$ cat src/rtl/fetch_stage_pkg.sv
// Shared constants and types for the instruction-fetch stage.
package fetch_stage_pkg;

    localparam logic [31:0] NOP_INSTR        = 32'h0000_0000;
    localparam logic [31:0] DEFAULT_RESET_PC = 32'h0000_0000;

    // Jump target = {PC+4 upper nibble, 26-bit index, 2 zero bits}
    localparam int JUMP_HI_W  = 4;
    localparam int JUMP_IDX_W = 26;
    localparam int JUMP_LO_W  = 2;

    typedef enum logic [1:0] {
        SEL_SEQ = 2'd0,
        SEL_BR  = 2'd1,
        SEL_J   = 2'd2,
        SEL_JR  = 2'd3
    } npc_sel_e;

endpackage

$ cat src/rtl/next_pc_mux.sv
// Next-PC priority select (JR > J > BR > sequential), target alignment and redirect flag.
module next_pc_mux
    import fetch_stage_pkg::*;
(
    input  logic [31:0]           i_pc,
    input  logic [31:0]           i_ifid_pcplus4,
    input  logic                  i_branch_taken,
    input  logic [31:0]           i_branch_target,
    input  logic                  i_jump_taken,
    input  logic [JUMP_IDX_W-1:0] i_jump_index,
    input  logic                  i_jump_reg,
    input  logic [31:0]           i_jump_reg_target,
    output logic [31:0]           o_pc_plus4,
    output logic [31:0]           o_next_pc,
    output npc_sel_e              o_sel,
    output logic                  o_redirect
);

    logic [31:0] w_jump_target;
    logic [31:0] w_raw_target;

    assign o_pc_plus4    = i_pc + 32'd4;
    assign w_jump_target = {i_ifid_pcplus4[31:32-JUMP_HI_W], i_jump_index, {JUMP_LO_W{1'b0}}};
    assign o_redirect    = i_jump_reg | i_jump_taken | i_branch_taken;

    always_comb begin
        o_sel        = SEL_SEQ;
        w_raw_target = o_pc_plus4;
        if (i_jump_reg) begin
            o_sel        = SEL_JR;
            w_raw_target = i_jump_reg_target;
        end else if (i_jump_taken) begin
            o_sel        = SEL_J;
            w_raw_target = w_jump_target;
        end else if (i_branch_taken) begin
            o_sel        = SEL_BR;
            w_raw_target = i_branch_target;
        end
    end

    // Control-transfer targets are word-aligned by dropping the low two bits.
    assign o_next_pc = {w_raw_target[31:2], 2'b00};

endmodule

$ cat src/rtl/fetch_stage.sv
// Instruction-fetch stage: PC register, IF/ID pipeline register and sticky fetch fault.
// Optional macro BRANCH_DELAY_SLOT_EN keeps the redirect-cycle instruction instead of squashing it.
module fetch_stage
    import fetch_stage_pkg::*;
#(
    parameter logic [31:0] RESET_PC   = DEFAULT_RESET_PC,
    parameter int          IMEM_WORDS = 128
) (
    input  logic        Clk,
    input  logic        Rst,
    input  logic        Stall,
    input  logic        BranchTaken,
    input  logic [31:0] BranchTarget,
    input  logic        JumpTaken,
    input  logic [25:0] JumpIndex,
    input  logic        JumpReg,
    input  logic [31:0] JumpRegTarget,
    output logic [31:0] Address,
    input  logic [31:0] Instruction,
    output logic [31:0] IFID_Instruction,
    output logic [31:0] IFID_PCPlus4,
    output logic        IFID_Valid,
    output logic        FetchFault
);

    localparam logic [31:0] IMEM_BYTES = 32'(IMEM_WORDS * 4);

    logic [31:0] r_pc;
    logic [31:0] r_ifid_instr;
    logic [31:0] r_ifid_pcplus4;
    logic        r_ifid_valid;
    logic        r_fault;

    logic [31:0] w_pc_plus4;
    logic [31:0] w_next_pc;
    npc_sel_e    w_sel;
    logic        w_redirect;
    logic        w_in_range;
    logic        w_capture;

    next_pc_mux u_next_pc_mux (
        .i_pc              (r_pc),
        .i_ifid_pcplus4    (r_ifid_pcplus4),
        .i_branch_taken    (BranchTaken),
        .i_branch_target   (BranchTarget),
        .i_jump_taken      (JumpTaken),
        .i_jump_index      (JumpIndex),
        .i_jump_reg        (JumpReg),
        .i_jump_reg_target (JumpRegTarget),
        .o_pc_plus4        (w_pc_plus4),
        .o_next_pc         (w_next_pc),
        .o_sel             (w_sel),
        .o_redirect        (w_redirect)
    );

    assign w_in_range = (r_pc < IMEM_BYTES);

`ifdef BRANCH_DELAY_SLOT_EN
    // The delay slot is captured like any other fetch unless the pipeline is stalled.
    assign w_capture = ~Stall;
`else
    assign w_capture = ~Stall & ~w_redirect;
`endif

    always_ff @(posedge Clk or negedge Rst) begin
        if (!Rst) begin
            r_pc           <= RESET_PC;
            r_ifid_instr   <= NOP_INSTR;
            r_ifid_pcplus4 <= 32'd0;
            r_ifid_valid   <= 1'b0;
            r_fault        <= 1'b0;
        end else begin
            if (w_redirect || !Stall) begin
                r_pc <= w_next_pc;
            end
            if (w_capture) begin
                r_ifid_pcplus4 <= w_pc_plus4;
                if (w_in_range) begin
                    r_ifid_instr <= Instruction;
                    r_ifid_valid <= 1'b1;
                end else begin
                    r_ifid_instr <= NOP_INSTR;
                    r_ifid_valid <= 1'b0;
                    r_fault      <= 1'b1;
                end
            end
`ifndef BRANCH_DELAY_SLOT_EN
            else if (w_redirect) begin
                // Squash: PC+4 is left holding since a bubble never uses it.
                r_ifid_instr <= NOP_INSTR;
                r_ifid_valid <= 1'b0;
            end
`endif
        end
    end

    assign Address          = r_pc;
    assign IFID_Instruction = r_ifid_instr;
    assign IFID_PCPlus4     = r_ifid_pcplus4;
    assign IFID_Valid       = r_ifid_valid;
    assign FetchFault       = r_fault;

endmodule

$ cat config.mk
export PLATFORM = sky130hd
export DESIGN_NAME = fetch_stage
export DESIGN_NICKNAME = d
export VERILOG_FILES = /design/src/rtl/fetch_stage_pkg.sv /design/src/rtl/next_pc_mux.sv /design/src/rtl/fetch_stage.sv
export SDC_FILE = /design/constraint.sdc
export NUM_CORES = 1
export LEC_CHECK = 0
export ABC_AREA = 1
export BUFFER_PORTS_ARGS = -buffer_cell sky130_fd_sc_hd__buf_2
export CORE_AREA = 8 8 117 119
export CTS_CLUSTER_DIAMETER = 100
export DETAILED_ROUTE_END_ITERATION = 10
export DIE_AREA = 0 0 125 127
export PLACE_DENSITY = 0.81
export RECOVER_POWER = 25
export SLEW_MARGIN = 10
export SYNTH_ARGS = -nofsm -noshare
export SYNTH_HDL_FRONTEND = slang
export SYNTH_HIERARCHICAL = 1
export SYNTH_SLANG_ARGS = --single-unit
$ cat constraint.sdc
create_clock -name Clk -period 2 [get_ports Clk]
set_clock_uncertainty 0.15 [all_clocks]
set_input_delay 0.2 -clock Clk [delete_from_list [all_inputs] [get_ports Clk]]
set_output_delay 0.2 -clock Clk [all_outputs]
set_load 0.01 [all_outputs]
[Word-level counts from Yosys, hierarchy flattened]
Index checks and enable logic that the tools add are counted.
Storage, ports and cells
  register bits after elaboration: 96
  output and inout port bits: 98
  logic and storage cells: 26
Operators by class
  bitwise gates (word level): 6
  muxes and demuxes: 9
  reduce and logical (&&, ||, !) cells: 4
  magnitude comparators: 1
  add/subtract/negate cells: 1
Operator list (count)
  two-way mux 32 bit: 6
  adder 32 x 3 -> 32 bit (second input constant): 1
  less-than comparator 32 x 10 -> 1 bit (second input constant): 1
  two-way mux 1 bit: 3
  inverter 1 bit: 3
  bitwise OR 1 bit: 2
  AND reduction 2 bit: 1
  nonzero test 2 bit: 1
  bitwise AND 1 bit: 1
  logical NOT 1 bit: 1
  logical OR 1 bit: 1

[Logic depth before layout (Yosys ltp)]
  depth in word-level cells: 5
  gate-level depth with buffers: 12

[Hierarchy]
The synthesis kept the hierarchy.
By module, submodules not included
  fetch_stage: times used 1, cells an instance 372, area an instance 3838.7 sq um
  next_pc_mux: times used 1, cells an instance 418, area an instance 1980.6 sq um

[Least setup slack after synthesis]
No wires, ideal clock.
  kind: input-to-reg
  start point: in JumpTaken
  end point: reg r_ifid_pcplus4[25], in the netlist IFID_PCPlus4[25]
  buffers on the path: 4
  required time: 1725 ps
  cell stages on the path: 8
  setup slack: 130 ps
  setup time: 125 ps
  arrival: 1595 ps
  path through: clkbuf_1 -> clkbuf_1 -> nor2_1 -> nand2_1 -> nor2_1 -> buf_4 -> buf_4 -> mux2_2
Between the ends
  longest elaborated chain between the ends: 4
RTL lines
  from (decl): line fetch_stage.sv:14  | input logic JumpTaken,
  bitwise OR 1 bit (2 in series): line next_pc_mux.sv:24  | assign o_redirect = i_jump_reg | i_jump_taken | i_branch_taken;
  net w_redirect: line fetch_stage.sv:37  | logic w_redirect;
  inverter 1 bit: line fetch_stage.sv:62  | assign w_capture = ~Stall & ~w_redirect;
  bitwise AND 1 bit: line fetch_stage.sv:62
  to (signal assigned): line fetch_stage.sv:77  | r_ifid_pcplus4 <= w_pc_plus4;
  to (decl): line fetch_stage.sv:30  | logic [31:0] r_ifid_pcplus4;
The timed path passes the listed nets, and every way through them passes these cells.
A chain may end at the register's enable or synchronous reset.

[Final worst setup path]
  start point: reg r_pc[2], in the netlist Address[2]
  end point: reg r_pc[26], in the netlist Address[26]
Between the ends
  longest elaborated chain between the ends: 4
RTL lines
  from (decl): line fetch_stage.sv:28  | logic [31:0] r_pc;
  from (signal assigned): line fetch_stage.sv:74  | r_pc <= w_next_pc;
  adder 32 x 3 -> 32 bit: line next_pc_mux.sv:22  | assign o_pc_plus4 = i_pc + 32'd4;
  two-way mux 32 bit: line next_pc_mux.sv:35  | end else if (i_branch_taken) begin
  two-way mux 32 bit: line next_pc_mux.sv:32  | end else if (i_jump_taken) begin
  two-way mux 32 bit: line next_pc_mux.sv:29  | if (i_jump_reg) begin
  net w_next_pc[26]: line fetch_stage.sv:35  | logic [31:0] w_next_pc;
The timed path passes the listed nets, and every way through them passes these cells.

==> summary.txt <==
status: complete, no violations
Yosys warnings: 6
CTS buffer count: 9
period utilization: 0.9421
syn_area_per_cell: 7.374 um2
RR Endpoint: Address[26]$_DFFE_PN0P_
gr usage total: 0.2437
R2R cell count: 11
crit path cell chain: ha_2 -> nand2_1 -> nor2_4 -> nand2_4 -> nor2_4 -> nand3_1 -> nand3_1 -> nand2_1 -> a21oi_1 -> nand2_1 -> nand2_1
CTS max path bufs: 2
VDD IR max: 0.3560 mV
largest net degree at the start of global routing: 59
# IOs: 226
Mapped Area: 0.005811 mm2
Slew Viols, Final: 0
Gate Count Post-Synth: 788
Total Routed Length: 19280 um
first-pass GRT wire length: 31540 um
Slowest-stage cell, CP: dfrtp_1
Pwr Density: 724.8 mW/mm2
Placed Instances: 1135
Non-Filler Instances: 1184
Residual DRC: 0
Via density: 5.208
Worst Setup EP: Address[26]$_DFFE_PN0P_
Crit path buffers/inverters: 0
CP max stage delay: 0.37 ns
share of cells above drive strength 1: 0.3253
row cnt: 40
Final ANT Viol Nets: 0
Via Count: 6166
Worst-path clk slew: 0.07 ns
initial antenna violation count: 1
most used cell, CP: nand2_1
TritonCTS Sinks: 98
1st-pass router iterations: 5
H-tree depth: 3
placement-stage cell area: 0.007066 mm2
Max Cap Viol: 0
Die Y: 127 um
RSZ-0062 raised after global routing: true
Final Setup Violations: 0
crit path kind: flip-flop to flip-flop
fmax: 0.5308 GHz
Final nets: 1161
kind of cell adding the most delay to the critical path: simple AND/OR/NAND/NOR gates
core area: 0.01181 mm2
GP Congestion: 0.9134
grt total ovfl: 0
slew at the pin with the worst max-slew slack: 0.7565 ns
area grow syn2layout: 33.05%
Total Power: 5.604 mW
Leak Pwr: 4.154 nW
critical path capture point type: flip-flop
worst hold path class: input port to flip-flop
Worst EP required: 2.13 ns
buffers added on ports: 221
Worst Setup Start Kind: flip-flop
Fin. Hold Viols: 0
vias in the first global route: 6374
Worst Path Arrival: 2.01 ns
Initial Utilization: 0.4919
post-CTS setup buffers: 0
worst skew pair latency: 0.34 ns
Initial DRC Count: 359
DR WL/cell: 16.28 um
Final min period: 1.884 ns
Die Area: 0.01588 mm2
root buffer cell: clkbuf_16
CTS tree: yes
Setup crit start: Address[2]$_DFFE_PN0P_
CP max FO: 5
Crit path depth: 11
Die Wd: 125 um
FF-to-FF setup slack: 0.12 ns
reg2reg start: Address[2]$_DFFE_PN0P_
Worst slew margin: 0.4956
design area: 0.007731 mm2
DP HPWL: 13630 um
==> report_power, final <==
| part | internal (mW) | total (mW) | switching (mW) |
|---|---|---|---|
| logic | 0.641 | 1.42 | 0.783 |
| registers | 2.24 | 2.45 | 0.212 |
| clock network | 0.968 | 1.73 | 0.764 |
| total | 3.85 | 5.60 | 1.76 |
==> worst reg2reg max path, delay by kind of cell (launching register included) <==
kind	cells	cell delay, ns
flops	1	0.37
fa+ha+maj	1	0.22
compound gates	1	0.13
simple gates	9	0.96
==> how the worst min path moves through the flow <==
stage,slack [ns],endpoint,startpoint,cells past startpoint
floorplan,-0.25,Address[0]$_DFFE_PN0P_,Rst,0
global placement,0.0007,IFID_PCPlus4[6]$_DFFE_PN0P_,Rst,1
detailed placement,0.001,Address[6]$_DFFE_PN0P_,Rst,1
CTS,0.03,Address[27]$_DFFE_PN0P_,JumpRegTarget[27],5
global route,0.07,Address[2]$_DFFE_PN0P_,JumpRegTarget[2],5
finish,0.05,Address[29]$_DFFE_PN0P_,JumpRegTarget[29],5
==> registers in the layout, indices dropped and copies added, names as in the netlist <==
register          flops
Address              32
FetchFault            1
IFID_Instruction     32
IFID_PCPlus4         32
IFID_Valid            1
==> through the flow <==
stage | util | hold WS (ns) | worst slack [ns] | setup TNS [ns]
6_report | 0.6546 | 0.04622 | 0.1159 | 0
5_1_grt | 0.6546 | 0.06599 | -0.002318 | -0.002318
4_1_cts | 0.6507 | 0.02870 | 0.03039 | 0
3_5_place_dp | 0.5982 | 0.001224 | 0.05532 | 0
3_3_place_gp | 0.5982 | 0.0006598 | 0.1197 | 0
2_1_floorplan | - | -0.2456 | 0.1673 | 0
==> layout by cell type, fill, tap and decap left out, types with 2 or more instances in the layout <==
cell             n
buf_12           4
buf_2          219
a21oi_2          7
nand2_1        272
nand2_4          3
dlygate4sd3_1   33
xnor2_1          4
nand3_1         53
xor2_1           3
conb_1           2
buf_4           16
dfrtp_1         91
nor2_2           5
dfrtp_2          7
nand3_2          7
and2_1           2
mux2_2          32
inv_1           32
a21oi_1         49
inv_6            2
clkbuf_16        9
o21ai_1          9
nand2_2          5
nor2_4          10
o21ai_0         17
o211ai_1         2
nor2_8           2
nor2_1         125
clkinv_2         2
==> area by class of cell <==
| class | count | area, um2 |
|---|---|---|
| clock inverters | 6 | 65.06 |
| multi-input cells | 615 | 3030 |
| fillers | 1011 | 4080 |
| flip-flops and latches | 98 | 2461 |
| inverters | 34 | 127.6 |
| repair buffers | 274 | 1635 |
| clock buffers | 9 | 225.2 |
| diodes | 1 | 2.502 |
| well taps | 147 | 183.9 |
==> per-layer routing <==
layer,part of all wire,GRT usage,up-vias
li1,-,-,2990
met1,0.40,0.2810,2883
met2,0.49,0.4193,239
met3,0.067,0.05283,54
met4,0.040,0.1282,0
met5,0,0,-
==> timing repair <==
item                                    in CTS  in global routing
endpoints found under the hold margin       60                  0
gates resized for setup                      0                 18
endpoints found under the setup margin       0                 18
hold buffers                                33                  0
No activity file was read; power rests on OpenSTA's default activity.
